[config.mk]
export PLATFORM = sky130hd
export DESIGN_NAME = mac_link_initiator
export DESIGN_NICKNAME = d
export VERILOG_FILES = /design/src/rtl/mac_link_initiator.sv
export SDC_FILE = /design/constraint.sdc
export NUM_CORES = 1
export LEC_CHECK = 0
export BUFFER_PORTS_ARGS = -buffer_cell sky130_fd_sc_hd__buf_2
export CORE_UTILIZATION = 62
export DETAILED_ROUTE_END_ITERATION = 10
export PLACE_DENSITY = 0.81
export SYNTH_ARGS = -nofsm -noshare
export SYNTH_HDL_FRONTEND = slang
export SYNTH_SLANG_ARGS = --single-unit
export TNS_END_PERCENT = 20
[constraint.sdc]
create_clock -name clk -period 4.65 [get_ports clk]
set_clock_uncertainty 0.15 [all_clocks]
set_input_delay 0.6975 -clock clk [delete_from_list [all_inputs] [get_ports clk]]
set_output_delay 0.6975 -clock clk [all_outputs]
set_load 0.1 [all_outputs]
[src/rtl/mac_link_initiator.sv]
// mac_link_initiator: UART-side initiator that streams operand pairs (A then B)
// through the transmitter, waits for the one-byte response of the MAC responder
// and compares it with a local 48-bit accumulator model.
// Optional build macro: MAC_LINK_STOP_ON_ERROR_EN -- when defined, the first
// mismatch or timeout ends the run; otherwise every pair runs and errors add up.
module mac_link_initiator #(
    parameter int unsigned NUM_PAIRS      = 16,
    parameter logic [7:0]  A_SEED         = 8'd1,
    parameter logic [7:0]  A_STEP         = 8'd1,
    parameter logic [7:0]  B_SEED         = 8'd2,
    parameter logic [7:0]  B_STEP         = 8'd3,
    parameter int unsigned TIMEOUT_CYCLES = 2000000
) (
    input  logic       clk,
    input  logic       reset,
    input  logic       start,
    output logic       tx_start_transmission,
    input  logic       tx_busy,
    output logic [7:0] tx_data_in,
    input  logic       rx_done_tick,
    input  logic [7:0] rx_data_out,
    output logic       busy,
    output logic       done,
    output logic       pass,
    output logic [7:0] error_count,
    output logic       timeout_seen
);

    typedef enum logic [3:0] {
        S_IDLE,
        S_LOAD_A,
        S_GUARD_A,
        S_WAIT_A,
        S_LOAD_B,
        S_GUARD_B,
        S_WAIT_B,
        S_WAIT_RSP,
        S_CHECK,
        S_NEXT,
        S_DONE
    } state_t;

`ifdef MAC_LINK_STOP_ON_ERROR_EN
    localparam bit STOP_ON_ERROR = 1'b1;
`else
    localparam bit STOP_ON_ERROR = 1'b0;
`endif

    localparam logic [7:0]  LAST_IDX  = 8'(NUM_PAIRS - 1);
    localparam logic [31:0] TIMER_MAX = 32'(TIMEOUT_CYCLES - 1);

    state_t      r_state;
    state_t      w_state_next;

    logic [7:0]  r_idx;
    logic [7:0]  r_a;
    logic [7:0]  r_b;
    logic [47:0] r_acc;
    logic [31:0] r_timer;
    logic [7:0]  r_rsp;
    logic [7:0]  r_err;
    logic        r_tog;
    logic [7:0]  r_tx_data;
    logic        r_busy;
    logic        r_done;
    logic        r_timeout;

    logic [15:0] w_product;
    logic        w_timeout;
    logic        w_mismatch;
    logic        w_last;

    // Error counter saturates at 255 rather than wrapping back to a "clean" 0.
    function automatic logic [7:0] sat_inc(input logic [7:0] v);
        return (v == 8'hFF) ? v : v + 8'd1;
    endfunction

    assign w_product  = {8'd0, r_a} * {8'd0, r_b};
    assign w_timeout  = (r_timer == TIMER_MAX);
    // The expected response is the accumulator before the current pair is added.
    assign w_mismatch = (r_rsp != r_acc[7:0]);
    assign w_last     = (r_idx == LAST_IDX);

    // State register.
    always_ff @(posedge clk) begin
        // NOTE: sequential state uses non-blocking (<=) so every register samples
        // pre-edge values; blocking here would create order-dependent races.
        if (reset) begin
            r_state <= S_IDLE;
        end else begin
            r_state <= w_state_next;
        end
    end

    // Next-state logic: byte A, byte B, wait for response, check, advance.
    always_comb begin
        // NOTE: default assigned first so every path drives w_state_next and no
        // latch is inferred.
        w_state_next = r_state;
        case (r_state)
            S_IDLE, S_DONE: begin
                if (start) w_state_next = S_LOAD_A;
            end
            S_LOAD_A: begin
                if (!tx_busy) w_state_next = S_GUARD_A;
            end
            S_GUARD_A: w_state_next = S_WAIT_A;
            S_WAIT_A: begin
                if (!tx_busy) w_state_next = S_LOAD_B;
            end
            S_LOAD_B: begin
                if (!tx_busy) w_state_next = S_GUARD_B;
            end
            S_GUARD_B: w_state_next = S_WAIT_B;
            S_WAIT_B: begin
                if (!tx_busy) w_state_next = S_WAIT_RSP;
            end
            S_WAIT_RSP: begin
                if (rx_done_tick) begin
                    w_state_next = S_CHECK;
                end else if (w_timeout) begin
                    w_state_next = STOP_ON_ERROR ? S_DONE : S_NEXT;
                end
            end
            S_CHECK: begin
                w_state_next = (w_mismatch && STOP_ON_ERROR) ? S_DONE : S_NEXT;
            end
            S_NEXT: begin
                w_state_next = w_last ? S_DONE : S_LOAD_A;
            end
            default: w_state_next = S_IDLE;
        endcase
    end

    // Datapath: operand generation, transmit request, timer, model and status.
    always_ff @(posedge clk) begin
        if (reset) begin
            r_idx     <= '0;
            r_a       <= '0;
            r_b       <= '0;
            r_acc     <= '0;
            r_timer   <= '0;
            r_rsp     <= '0;
            r_err     <= '0;
            r_tog     <= 1'b0;
            r_tx_data <= '0;
            r_busy    <= 1'b0;
            r_done    <= 1'b0;
            r_timeout <= 1'b0;
        end else begin
            case (r_state)
                S_IDLE, S_DONE: begin
                    if (start) begin
                        r_err     <= '0;
                        r_timeout <= 1'b0;
                        r_done    <= 1'b0;
                        r_idx     <= '0;
                        r_acc     <= '0;
                        r_a       <= A_SEED;
                        r_b       <= B_SEED;
                        r_busy    <= 1'b1;
                    end
                end
                S_LOAD_A: begin
                    if (!tx_busy) begin
                        r_tx_data <= r_a;
                        r_tog     <= ~r_tog;
                    end
                end
                S_LOAD_B: begin
                    if (!tx_busy) begin
                        r_tx_data <= r_b;
                        r_tog     <= ~r_tog;
                    end
                end
                S_WAIT_B: begin
                    // Timer starts from zero on entry to WAIT_RSP.
                    r_timer <= '0;
                end
                S_WAIT_RSP: begin
                    if (rx_done_tick) begin
                        r_rsp <= rx_data_out;
                    end else if (w_timeout) begin
                        r_err     <= sat_inc(r_err);
                        r_timeout <= 1'b1;
                    end else begin
                        r_timer <= r_timer + 32'd1;
                    end
                end
                S_CHECK: begin
                    if (w_mismatch) r_err <= sat_inc(r_err);
                end
                S_NEXT: begin
                    // Accumulate even after a mismatch/timeout so later pairs stay
                    // aligned with the responder's running sum.
                    r_acc <= r_acc + {32'd0, w_product};
                    r_idx <= r_idx + 8'd1;
                    r_a   <= r_a + A_STEP;
                    r_b   <= r_b + B_STEP;
                end
                default: ;
            endcase

            if ((w_state_next == S_DONE) && (r_state != S_DONE)) begin
                r_busy <= 1'b0;
                r_done <= 1'b1;
            end
        end
    end

    assign tx_start_transmission = r_tog;
    assign tx_data_in            = r_tx_data;
    assign busy                  = r_busy;
    assign done                  = r_done;
    assign pass                  = r_done && (r_err == 8'd0);
    assign error_count           = r_err;
    assign timeout_seen          = r_timeout;

endmodule

==> PnR_summary.wiki <==
{| class="wikitable"
! Metric !! Value
|-
| Hold violation total from the final report || 0
|-
| Count of antenna diodes in the layout || 0
|-
| Cell breakdown of the critical path || nand2_1 > fa_1 > inv_1 > fa_1 > inv_1 > fa_1 > fa_1 > inv_1 > ha_1 > a21oi_1 > xnor2_1 > xnor2_1 > o21ai_0
|-
| Number of antenna violations at the first check in global routing || 0
|-
| Result of the run || complete, no violations
|-
| Met2 usage in global routing || 48.5%
|-
| Critical Path AT || approximately 4 ns
|-
| Post-synthesis share of cell area spent on full adders, half adders and majority gates || 11.1%
|-
| Non-filler instance count after layout || roughly 830
|-
| # resized after CTS || 0
|-
| Number of buffers inserted during clock tree synthesis || 9
|-
| Inst Count DP || between 800 and 900
|-
| Worst slew margin || 17.9%
|-
| Total area of sequential cells || 1920 µm²
|-
| Power density of the placed cells || 259 nW/µm²
|-
| RSZ-0062 raised after global routing || no
|-
| Worst setup SP type || flip-flop
|-
| Minimum clock period || 3.99 ns
|-
| Number of distinct library cell variants in the gate-level netlist after synthesis || 59
|-
| 1st-iter DRT viols || about 170
|-
| Layout overhead on the synthesized area || 6.51%
|-
| Most repeated library cell on the critical path || fa_1
|-
| CTS tree || built
|-
| Ratio of cells with drive above 1 in the final layout || 9.28%
|-
| Number of placement rows || 35
|-
| Hold Crit Class || flip-flop to flip-flop
|-
| Number of setup buffers added after CTS || 0
|-
| Die Outline Area || 9850 µm²
|-
| Worst-Skew Late Latency || 0.37 ns
|-
| Register-to-Register Path Depth || 13
|-
| Setup Viol. Count Final || 0
|-
| Top flip-flop cell by instance count after synthesis || dfxtp_1
|-
| Wire length of the first global-routing pass || approximately 22000 µm
|-
| # H-tree levels || 3
|-
| Count of unresolved DRC violations after routing || 0
|-
| Slowest cell on the critical path || dfxtp_1
|-
| Half-perimeter wire length after detailed placement || 9200 µm
|-
| Register clock-pin slew on the reported worst setup and hold paths || 0.09 ns
|-
| Effective utilization at floorplan || 63.7%
|-
| Core region area || between 9000 and 10000 µm²
|-
| Parity-gate share of the synthesized area counting xor and xnor cells || under 10%
|-
| Share of the synthesized area in compound gates (AO/OA/AOI/OAI) || 10.5%
|-
| Floorplan die width || ~99 µm
|-
| Final Max Tran Viols || 0
|-
| Aggregate global-route resource usage || 27.3%
|-
| # fillers || between 700 and 800
|-
| Number of nets still failing antenna checks after routing || 0
|-
| Crit path kind || flip-flop to flip-flop
|-
| Setup Total Neg Slack || 0 ns
|-
| Top library cells by usage in the layout, fill and taps aside || dfxtp_1 (96), nor2_1 (79), nand2_1 (64)
|-
| Port Buffer Count || 33
|-
| Number of violations of the max-capacitance limit || 0
|-
| Flip-flop and latch count after synthesis || 96
|-
| Most Crowded Layer GR || met2
|-
| Mean cell area of the mapped netlist || around 8.2 µm²
|-
| Synthesized area || about 5900 µm²
|-
| Capturing element type of the critical path || flip-flop
|-
| Portion of the clock cycle consumed by the worst path in the final layout || a little under nine tenths
|-
| # hold bufs at CTS || 0
|-
| Maximum clock frequency || roughly 250 MHz
|-
| Worst Max-Slew Pin Slew || 1.23 ns
|-
| Final GP Congestion || 0.869
|-
| Dominant combinational cell family by area after synthesis || simple AND/OR/NAND/NOR gates
|-
| Cells after Synth || about 710
|-
| Hold depth || 2
|-
| Fraction of synthesized area in multiplexers || about 1.9%
|-
| Worst hold margin || 0.326 ns
|-
| Net count reported at finish || 771
|-
| Number of enable flip-flop cells after synthesis || 0
|-
| Root buffer selected by CTS || clkbuf_8
|-
| Synthesized-area fraction occupied by and/or/nand/nor cells || 28.1%
|-
| Vias in the first global route || 4832
|-
| Height of the chip || between 90 and 100 µm
|-
| WP data required || roughly 4.7 ns
|-
| Post-Syn Nets || 765
|-
| Average vias per placed instance || 5.99
|-
| Sequential area share after synthesis || ~33%
|-
| Total via count in the routed design || roughly 5000
|-
| Largest net degree at the start of global routing || 39
|-
| Leakage dissipation || 0.00242 µW
|-
| Max FO, Critical Path || 11
|-
| Most common cell after layout, fill and taps aside || dfxtp_1
|-
| Per-cell routed wire length || 15.3 µm
|-
| Yosys Warn Count || 0
|-
| GRT Residual Overflow || 0
|-
| Number of clock sinks seen by CTS || 96
|-
| Met1 track demand over resource || a little under a third
|-
| Largest voltage drop on the vdd net || 0.169 mV
|-
| Global Route met3 Usage || between 5 and 6%
|-
| Area occupied by multi-input gates || 3600 µm²
|-
| Clock tree buffer depth || 2
|-
| Number of iterations in the first detailed-routing pass || 5
|-
| Async set-or-reset flop fraction in the synthesized netlist || 0%
|-
| Aggregate routed wire length || roughly 13000 µm
|-
| I/O pin count || 34
|-
| Delay of the slowest cell on the worst path || around 0.55 ns
|}
==> Yosys cell counts, drive strengths merged (6+ instances only) <==
cell type  instances  area share [%]
dfxtp             96              33
nor2              79             5.1
nand2             64             4.1
inv               49             3.1
xnor2             44             6.6
nand3             33             2.8
clkbuf            32             2.0
o21ai             30             2.6
a21oi             27             2.3
nand4             25             2.8
nor3              24             2.0
ha                23             4.9
xor2              20             3.0
and2              18             1.9
fa                18             6.1
and3              13             1.4
nor4              13             2.2
a211oi            12             1.5
mux2i             10             1.7
buf                9            0.96
a22o               6            0.90
nand2b             6            0.64
nor4b              6             1.3
o31ai              6            0.77
==> state kept, by name, summed over array words and instances (netlist names), 4 cells and up <==
signal and count:
r_rsp 8, r_b 8, r_a 8, r_acc 8, tx_data_in 8, r_idx 8
error_count 8, r_state 4, r_timer 32
==> final cells by class <==
cell class / count / share of cell area [%]
Multi-Input combinational cell: 525 / 57.7
Sequential cell: 96 / 30.8
Timing Repair Buffer: 36 / 3.01
Inverter: 49 / 2.95
Clock buffer: 12 / 2.48
Tap cell: 111 / 2.22
Clock inverter: 4 / 0.822
==> stage by stage <==
stage          setup slack [ns]  util (%)  total power [µW]  area, µm²
4_1_cts                   0.650      67.9              1620       6240
3_3_place_gp              0.775      65.6              1060       6040
3_5_place_dp              0.667      65.6              1060       6040
2_1_floorplan             0.798         -              1020       5860
5_1_grt                   0.427      67.9              1680       6240
6_report                  0.659      67.9              1610       6240
==> worst max-delay path: cells and delay by family, from the launching register on <==
family / cells / cell delay [ns]
flops: 1 / 0.55
compound gates: 2 / 0.26
fa+ha+maj: 5 / 2.36
simple gates: 1 / 0.13
xor+xnor: 2 / 0.29
buf+inv: 3 / 0.14
==> power by group <==
| part | switching [µW] | leakage, µW | internal [µW] |
|---|---|---|---|
| registers | 24.6 | 0.000775 | 837 |
| logic | 141 | 0.00154 | 41.0 |
| clock network | 292 | 0.000103 | 279 |
==> per-layer routing <==
| metal | vias to the layer above | routed length [µm] |
|---|---|---|
| met3 | 23 | 494 |
| met5 | - | 0 |
| met1 | 2405 | 5460 |
| li1 | 2452 | - |
| met2 | 109 | 6530 |
| met4 | 0 | 272 |
==> path summary, 6_finish.rpt <==
kind	endpoint	slack [ns]	from
setup / recovery	r_acc[7]$_SDFFE_PP0P_	0.66	r_b[1]$_SDFFE_PP0P_
hold / removal	r_rsp[5]$_SDFFE_PP0P_	0.33	r_rsp[5]$_SDFFE_PP0P_
setup reg to reg	r_acc[7]$_SDFFE_PP0P_	0.66	r_b[1]$_SDFFE_PP0P_
hold reg to reg	r_rsp[5]$_SDFFE_PP0P_	0.33	r_rsp[5]$_SDFFE_PP0P_
==> cells by family after synthesis <==
family,after synthesis
mux,11
fa+ha+maj,41
xor+xnor,64
simple gates,310
compound gates,99
buf+inv,90
flops,96
(Power assumes the default switching activity.)
